**src/rtl/sb_data_encoder_pkg.sv**
```systemverilog
// Shared sideband definitions: opcodes, message codes, header field
// positions and the encoder FSM states. The receive-side decoder uses the
// same field positions, so the two stay exact inverses of each other.
package sb_pkg;

    // Header opcodes
    localparam logic [4:0] MSG_NO_DATA  = 5'b10010;
    localparam logic [4:0] MSG_64B_DATA = 5'b11011;

    // Message codes that may carry a data beat
    localparam logic [7:0] MSG_CODE_81 = 8'h81;
    localparam logic [7:0] MSG_CODE_85 = 8'h85;
    localparam logic [7:0] MSG_CODE_8A = 8'h8A;
    localparam logic [7:0] MSG_CODE_A5 = 8'hA5;
    localparam logic [7:0] MSG_CODE_AA = 8'hAA;

    // Fixed endpoint identifiers
    localparam logic [2:0] SRC_ID = 3'b001;
    localparam logic [2:0] DST_ID = 3'b101;

    // Header field bit positions
    localparam int HDR_OPC_LSB  = 0;
    localparam int HDR_CODE_LSB = 14;
    localparam int HDR_SRC_LSB  = 29;
    localparam int HDR_SUB_LSB  = 32;
    localparam int HDR_INFO_LSB = 40;
    localparam int HDR_DST_LSB  = 56;
    localparam int HDR_DP_BIT   = 62;
    localparam int HDR_CP_BIT   = 63;

    typedef enum logic [1:0] {
        ST_IDLE = 2'd0,
        ST_HDR  = 2'd1,
        ST_DATA = 2'd2
    } sb_state_e;

    // Even-parity helper shared by the DP and CP header bits
    function automatic logic parity64(input logic [63:0] v);
        return ^v;
    endfunction

endpackage

```
**src/rtl/sb_data_encoder_if.sv**
```systemverilog
// Request and beat handshake bundle between the link-training logic,
// the encoder and the sideband serializer.
interface sb_data_encoder_if;
    logic        i_msg_valid;
    logic        o_msg_ready;
    logic [7:0]  i_msgcode;
    logic [7:0]  i_msgsubcode;
    logic [15:0] i_msginfo;
    logic [15:0] i_data;
    logic [63:0] o_pkt;
    logic        o_pkt_valid;
    logic        i_pkt_ready;
    logic        o_header_is_valid_on_bus;
    logic        o_data_enable;

    // Encoder side
    modport slave (
        input  i_msg_valid, i_msgcode, i_msgsubcode, i_msginfo, i_data, i_pkt_ready,
        output o_msg_ready, o_pkt, o_pkt_valid, o_header_is_valid_on_bus, o_data_enable
    );

    // Requester / serializer side
    modport master (
        output i_msg_valid, i_msgcode, i_msgsubcode, i_msginfo, i_data, i_pkt_ready,
        input  o_msg_ready, o_pkt, o_pkt_valid, o_header_is_valid_on_bus, o_data_enable
    );
endinterface

```
**src/rtl/sb_data_encoder_packer.sv**
```systemverilog
// Combinational payload packer: decides whether a code/subcode pair carries
// a data beat and places the 16-bit payload at its wire positions.
module sb_data_packer
    import sb_pkg::*;
(
    input  logic [7:0]  code_i,
    input  logic [3:0]  sub_nib_i,
    input  logic [15:0] data_i,
    output logic [63:0] beat_o,
    output logic        has_data_o
);

    // Classify the message and scatter the payload bits
    always_comb begin
        beat_o     = 64'd0;
        has_data_o = 1'b0;
        case (code_i)
            MSG_CODE_85: begin
                if (sub_nib_i inside {4'h1, 4'h5, 4'h7, 4'hA}) begin
                    has_data_o  = 1'b1;
                    beat_o[0]   = data_i[0];
                    beat_o[7:6] = data_i[2:1];
                    beat_o[11]  = data_i[3];
                    beat_o[59]  = data_i[4];
                end else begin
                    has_data_o = 1'b0;
                end
            end
            MSG_CODE_81, MSG_CODE_8A: begin
                if (sub_nib_i inside {4'h3, 4'hB}) begin
                    has_data_o   = 1'b1;
                    beat_o[15:0] = data_i;
                end else begin
                    has_data_o = 1'b0;
                end
            end
            MSG_CODE_A5: begin
                if (sub_nib_i == 4'h0) begin
                    has_data_o   = 1'b1;
                    beat_o[10:0] = data_i[10:0];
                end else begin
                    has_data_o = 1'b0;
                end
            end
            MSG_CODE_AA: begin
                if (sub_nib_i == 4'h0) begin
                    has_data_o   = 1'b1;
                    beat_o[10:0] = data_i[10:0];
                end else if (sub_nib_i == 4'hF) begin
                    has_data_o   = 1'b1;
                    beat_o[15:0] = data_i;
                end else begin
                    has_data_o = 1'b0;
                end
            end
            default: begin
                has_data_o = 1'b0;
            end
        endcase
    end

endmodule

```
**src/rtl/sb_data_encoder.sv**
```systemverilog
// Sideband transmit encoder: captures a message request, then presents the
// header beat and, for payload-carrying messages, one data beat to the
// serializer over a valid/ready handshake.
module sb_data_encoder
    import sb_pkg::*;
(
    input  logic              i_clk,
    input  logic              i_rst_n,
    sb_data_encoder_if.slave  bus
);

    sb_state_e   state_q, state_d;
    logic [7:0]  code_q;
    logic [7:0]  sub_q;
    logic [15:0] info_q;
    logic [63:0] beat_q;
    logic        has_data_q;

    logic [63:0] beat_s;
    logic        has_data_s;
    logic        accept_s;
    logic [63:0] hdr_body_s;
    logic [63:0] hdr_s;

    sb_data_packer u_packer (
        .code_i     (bus.i_msgcode),
        .sub_nib_i  (bus.i_msgsubcode[3:0]),
        .data_i     (bus.i_data),
        .beat_o     (beat_s),
        .has_data_o (has_data_s)
    );

    assign accept_s = (state_q == ST_IDLE) && bus.i_msg_valid;

    // State register and request capture; reset discards any captured request
    always_ff @(posedge i_clk or negedge i_rst_n) begin
        if (!i_rst_n) begin
            state_q    <= ST_IDLE;
            code_q     <= 8'd0;
            sub_q      <= 8'd0;
            info_q     <= 16'd0;
            beat_q     <= 64'd0;
            has_data_q <= 1'b0;
        end else begin
            state_q <= state_d;
            if (accept_s) begin
                code_q     <= bus.i_msgcode;
                sub_q      <= bus.i_msgsubcode;
                info_q     <= bus.i_msginfo;
                beat_q     <= beat_s;
                has_data_q <= has_data_s;
            end
        end
    end

    // Next-state logic: header always, data beat only when the message carries one
    always_comb begin
        state_d = state_q;
        case (state_q)
            ST_IDLE: begin
                if (bus.i_msg_valid) state_d = ST_HDR;
                else                 state_d = ST_IDLE;
            end
            ST_HDR: begin
                if (bus.i_pkt_ready) state_d = has_data_q ? ST_DATA : ST_IDLE;
                else                 state_d = ST_HDR;
            end
            ST_DATA: begin
                if (bus.i_pkt_ready) state_d = ST_IDLE;
                else                 state_d = ST_DATA;
            end
            default: state_d = ST_IDLE;
        endcase
    end

    // Header assembly from the captured request; CP covers bits [61:0]
    always_comb begin
        hdr_body_s = 64'd0;
        hdr_body_s[HDR_OPC_LSB  +: 5]  = has_data_q ? MSG_64B_DATA : MSG_NO_DATA;
        hdr_body_s[HDR_CODE_LSB +: 8]  = code_q;
        hdr_body_s[HDR_SRC_LSB  +: 3]  = SRC_ID;
        hdr_body_s[HDR_SUB_LSB  +: 8]  = sub_q;
        hdr_body_s[HDR_INFO_LSB +: 16] = info_q;
        hdr_body_s[HDR_DST_LSB  +: 3]  = DST_ID;
        hdr_body_s[HDR_DP_BIT]         = parity64(beat_q);
    end

    assign hdr_s = {parity64({2'b00, hdr_body_s[61:0]}), hdr_body_s[62:0]};

    // Output decode: beats and flags depend only on registered state
    always_comb begin
        bus.o_msg_ready              = 1'b0;
        bus.o_pkt                    = 64'd0;
        bus.o_pkt_valid              = 1'b0;
        bus.o_header_is_valid_on_bus = 1'b0;
        bus.o_data_enable            = 1'b0;
        case (state_q)
            ST_IDLE: begin
                bus.o_msg_ready = 1'b1;
            end
            ST_HDR: begin
                bus.o_pkt                    = hdr_s;
                bus.o_pkt_valid              = 1'b1;
                bus.o_header_is_valid_on_bus = 1'b1;
            end
            ST_DATA: begin
                bus.o_pkt         = beat_q;
                bus.o_pkt_valid   = 1'b1;
                bus.o_data_enable = 1'b1;
            end
            default: begin
                bus.o_msg_ready = 1'b0;
            end
        endcase
    end

endmodule

```
**src/flat_wrapper.sv**
```systemverilog
// flat-port wrapper written by rule: the top's interface ports become plain ports
module sb_data_encoder_flat import sb_pkg::*;
  (i_clk, i_rst_n, bus_i_msg_valid, bus_i_msgcode, bus_i_msgsubcode, bus_i_msginfo, bus_i_data, bus_i_pkt_ready, bus_o_msg_ready, bus_o_pkt, bus_o_pkt_valid, bus_o_header_is_valid_on_bus, bus_o_data_enable);
  sb_data_encoder_if bus_i ();
  input  logic i_clk;
  input  logic i_rst_n;
  input wire logic [$bits(bus_i.i_msg_valid)-1:0] bus_i_msg_valid;
  input wire logic [$bits(bus_i.i_msgcode)-1:0] bus_i_msgcode;
  input wire logic [$bits(bus_i.i_msgsubcode)-1:0] bus_i_msgsubcode;
  input wire logic [$bits(bus_i.i_msginfo)-1:0] bus_i_msginfo;
  input wire logic [$bits(bus_i.i_data)-1:0] bus_i_data;
  input wire logic [$bits(bus_i.i_pkt_ready)-1:0] bus_i_pkt_ready;
  output wire logic [$bits(bus_i.o_msg_ready)-1:0] bus_o_msg_ready;
  output wire logic [$bits(bus_i.o_pkt)-1:0] bus_o_pkt;
  output wire logic [$bits(bus_i.o_pkt_valid)-1:0] bus_o_pkt_valid;
  output wire logic [$bits(bus_i.o_header_is_valid_on_bus)-1:0] bus_o_header_is_valid_on_bus;
  output wire logic [$bits(bus_i.o_data_enable)-1:0] bus_o_data_enable;
  assign bus_i.i_msg_valid = bus_i_msg_valid;
  assign bus_i.i_msgcode = bus_i_msgcode;
  assign bus_i.i_msgsubcode = bus_i_msgsubcode;
  assign bus_i.i_msginfo = bus_i_msginfo;
  assign bus_i.i_data = bus_i_data;
  assign bus_i.i_pkt_ready = bus_i_pkt_ready;
  assign bus_o_msg_ready = bus_i.o_msg_ready;
  assign bus_o_pkt = bus_i.o_pkt;
  assign bus_o_pkt_valid = bus_i.o_pkt_valid;
  assign bus_o_header_is_valid_on_bus = bus_i.o_header_is_valid_on_bus;
  assign bus_o_data_enable = bus_i.o_data_enable;
  sb_data_encoder u_core (.i_clk(i_clk), .i_rst_n(i_rst_n), .bus(bus_i));
endmodule
```
**config.mk**
```make
export PLATFORM = sky130hd
export DESIGN_NAME = sb_data_encoder_flat
export DESIGN_NICKNAME = d
export VERILOG_FILES = /design/src/rtl/sb_data_encoder_pkg.sv /design/src/rtl/sb_data_encoder_if.sv /design/src/rtl/sb_data_encoder_packer.sv /design/src/rtl/sb_data_encoder.sv /design/src/flat_wrapper.sv
export SDC_FILE = /design/constraint.sdc
export NUM_CORES = 1
export LEC_CHECK = 0
export CAP_MARGIN = 10
export CORE_MARGIN = 1.5
export CORE_UTILIZATION = 48
export DETAILED_ROUTE_END_ITERATION = 10
export GPL_ROUTABILITY_DRIVEN = 0
export HOLD_SLACK_MARGIN = 0.05
export PLACE_DENSITY = 0.82
export REMOVE_ABC_BUFFERS = 1
export SYNTH_ARGS = -nofsm -noshare
export SYNTH_HDL_FRONTEND = slang
export SYNTH_SLANG_ARGS = --single-unit
export TNS_END_PERCENT = 20
```
**constraint.sdc**
```tcl
create_clock -name i_clk -period 2.6 [get_ports i_clk]
set_input_delay 0.26 -clock i_clk [delete_from_list [all_inputs] [get_ports i_clk]]
set_output_delay 0.26 -clock i_clk [all_outputs]
set_load 0.1 [all_outputs]
```
==> out/results.tsv <==
stage	metric	value	unit
global_route	grt_max_degree	53	
clocking	cts_hold_buf	0	
finish	drive_above_1_share	0.261	
power_and_ir_drop	p_clk_frac	0.139	
clocking	cts-resized-gates	0	
finish	layout_common_cells	dfrtp_1, clkdlybuf4s50_1, buf_12	
finish	diodes	0	
clocking	post-cts-setup-buffers	0	
timing	final.min_clock_period	2210	ps
timing	fin_skew	5.77	ps
synthesis	seq_area_frac_synth	0.416	
timing	worst_pin_slew	669	ps
detailed_routing	viasPerCell	5.22	
synthesis	synth_cell_type_count	40	
timing	hold_viol	0	
die	start_util	0.496	
synthesis	ys.flop_type	dfrtp_1	
worst_setup_path	end_kind	output port	
worst_setup_path	path_class	flip-flop to output port	
finish	final_common_cell	dfrtp_1	
clocking	cts_tree	built	
finish	syn_to_final_growth	50.9	%
detailed_routing	wire_per_inst	16.5	um
clocking	cts.sinks	52	
timing	period_share	0.849	
detailed_routing	drc_errors	0	
place	port_buffers	107	
global_route	track_usage	0.239	
timing	max_freq	453	MHz
timing	setup_violations	0	
global_route	antenna_found_initial	0	
synthesis	post-synth-top-area-cell	dfrtp_1	
finish	fin_area	4720	um2
timing	rsz0062_at_grt	no	
power_and_ir_drop	power_frac_seq	0.272	
worst_setup_path	r2r_end	u_core.info_q[10]	
die	io_pins	120	
synthesis	async_flop_share	1.00	
finish	fillers	425	
power_and_ir_drop	switchingPower	1.66	mW
clocking	clk_latency	300	ps
timing	slew_violations	0	
place	placed_area	4620	um2
power_and_ir_drop	combPwrFrac	0.589	
place	dp_hpwl	6130	um
worst_setup_path	r2r_slack	730	ps
power_and_ir_drop	power_density	802	nW/um2
power_and_ir_drop	p_sw_frac	0.440	
clocking	clockRootBuffer	clkbuf_8	
synthesis	yosys_warnings	0	
clocking	clock_path_buffers	2	
synthesis	synth_area	3130	um2
timing	timing.final.ws_setup	394	ps
worst_setup_path	start_kind	flip-flop	
hold_path	hold_class	input port to async pin	
worst_setup_path	rr_worst_depth	5	
clocking	h-tree-depth	2	
clocking	cts_buffers	5	
run	drv_cap	0	
timing	slew_headroom	0.554	
detailed_routing	ant_nets	0	
status	outcome	finished clean	
detailed_routing	drtPass1Iterations	5	
synthesis	synthTopCellsByArea	dfrtp_1, xnor2_1, mux2_2, and3_1, buf_4	
global_route	gr-total-overflow	0	
die	die_area	7010	um2
die	die_x	83.7	um
synthesis	synth_top_area_share	0.416	
detailed_routing	vias	2541	
power_and_ir_drop	total_power	3.78	mW
synthesis	syn_inst	308	
finish	nNetsFinal	467	
worst_setup_path	cp.required	2340	ps
power_and_ir_drop	leakage	2.13	nW
die	fp-row-count	29	
synthesis	ys_ff_latch	52	
die	coreArea	6310	um2
timing	hold-worst-slack	65.7	ps
worst_setup_path	reg2reg_from	u_core.state_q[1]	
clocking	cts.clk_slew.worst_paths	90	ps
place	dp_worst_setup_slack	212	ps
power_and_ir_drop	internal-power	2.12	mW
power_and_ir_drop	vdd_drop_max	0.000630	V
synthesis	synth_enable_flop_cells	0	
die	die_y	83.7	um
detailed_routing	routed_wl	8010	um
global_route	grt_pass1_vias	2692	
worst_setup_path	crit_fanout	3	
detailed_routing	drtIter0Drc	125	
worst_setup_path	arrival	1950	ps
global_route	grt_pass1_wl	13300	um
synthesis	syn_avg_cell_area	10.2	um2
-- synthesized netlist by cell type, types with 2 or more instances --
cell,count
and2_1,14
clkbuf_1,15
nand3_1,12
nand2_1,30
ha_1,4
nand2b_1,4
dfrtp_1,52
a21oi_1,4
xor2_1,6
mux2_2,31
a21boi_0,2
and3_1,31
nor2_1,4
o21ai_0,5
a22oi_1,2
buf_4,15
inv_1,5
nor2b_1,6
xnor2_1,41
a22o_1,4
a221o_1,2
-- critical path, stage by stage (launching register included) --
cell     delay (ps)
dfrtp_1         410
xor2_1          220
xnor2_1         120
xnor2_1         210
xnor2_1         170
xnor2_1         100
nor2_1          200
buf_12          210
-- cell type report --
class                           instances  area [um2]  area share
Clock inverter                          1        30.0     0.00636
Multi-Input combinational cell        230        1670       0.353
Timing Repair Buffer                  117        1540       0.326
Clock buffer                            5        68.8      0.0146
Tap cell                               77        96.3      0.0204
Sequential cell                        52        1300       0.276
Inverter                                5        18.8     0.00398
-- layer usage --
metal / vias up / track usage / share of wire
met5: - / 0 / 0
li1: 1224 / - / -
met3: 12 / 0.0406 / 0.040
met1: 1224 / 0.284 / 0.40
met4: 0 / 0.0805 / 0.024
met2: 81 / 0.435 / 0.53
-- power by group through the flow --
| stage | combinational, mW | sequential [mW] | clock (mW) |
|---|---|---|---|
| 2_1_floorplan | 1.54 | 1.01 | 0 |
| 3_3_place_gp | 2.22 | 1.03 | 0 |
| 3_5_place_dp | 2.24 | 1.04 | 0 |
| 4_1_cts | 2.25 | 1.03 | 0.536 |
| 5_1_grt | 2.32 | 1.05 | 0.565 |
| 6_report | 2.23 | 1.03 | 0.527 |
-- stage by stage --
| step | utilization | TNS (ps) | cells |
|---|---|---|---|
| floorplan | - | -110510 | 287 |
| global placement | 0.732 | 0 | 481 |
| detailed placement | 0.732 | 0 | 481 |
| CTS | 0.748 | 0 | 487 |
| global route | 0.748 | 0 | 487 |
| finish | 0.748 | 0 | 487 |
-- registers in the layout, indices dropped and copies added (netlist names) --
| register | cells |
|---|---|
| u_core.beat_q | 17 |
| u_core.info_q | 16 |
| u_core.code_q | 8 |
| u_core.sub_q | 8 |
| u_core.state_q | 2 |
| u_core.has_data_q | 1 |
-- worst max path at each step --
stage,to,depth (start not counted),startpoint
finish,bus_o_pkt[62],7,u_core.beat_q[8]
global route,bus_o_pkt[62],7,u_core.beat_q[5]
CTS,bus_o_pkt[62],7,u_core.beat_q[8]
detailed placement,u_core.beat_q[6],7,bus_i_msgcode[3]
global placement,u_core.beat_q[7],7,bus_i_msgcode[3]
floorplan,bus_o_pkt[0],4,u_core.state_q[1]
-- logic make-up after synthesis --
kind of cell / share of synthesized area
xor+xnor: 0.132
buf+inv: 0.0648
compound gates: 0.0704
flops: 0.416
fa+ha+maj: 0.0160
other cells: 0.00120
mux: 0.112
simple gates: 0.189
(Power assumes the default switching activity.)
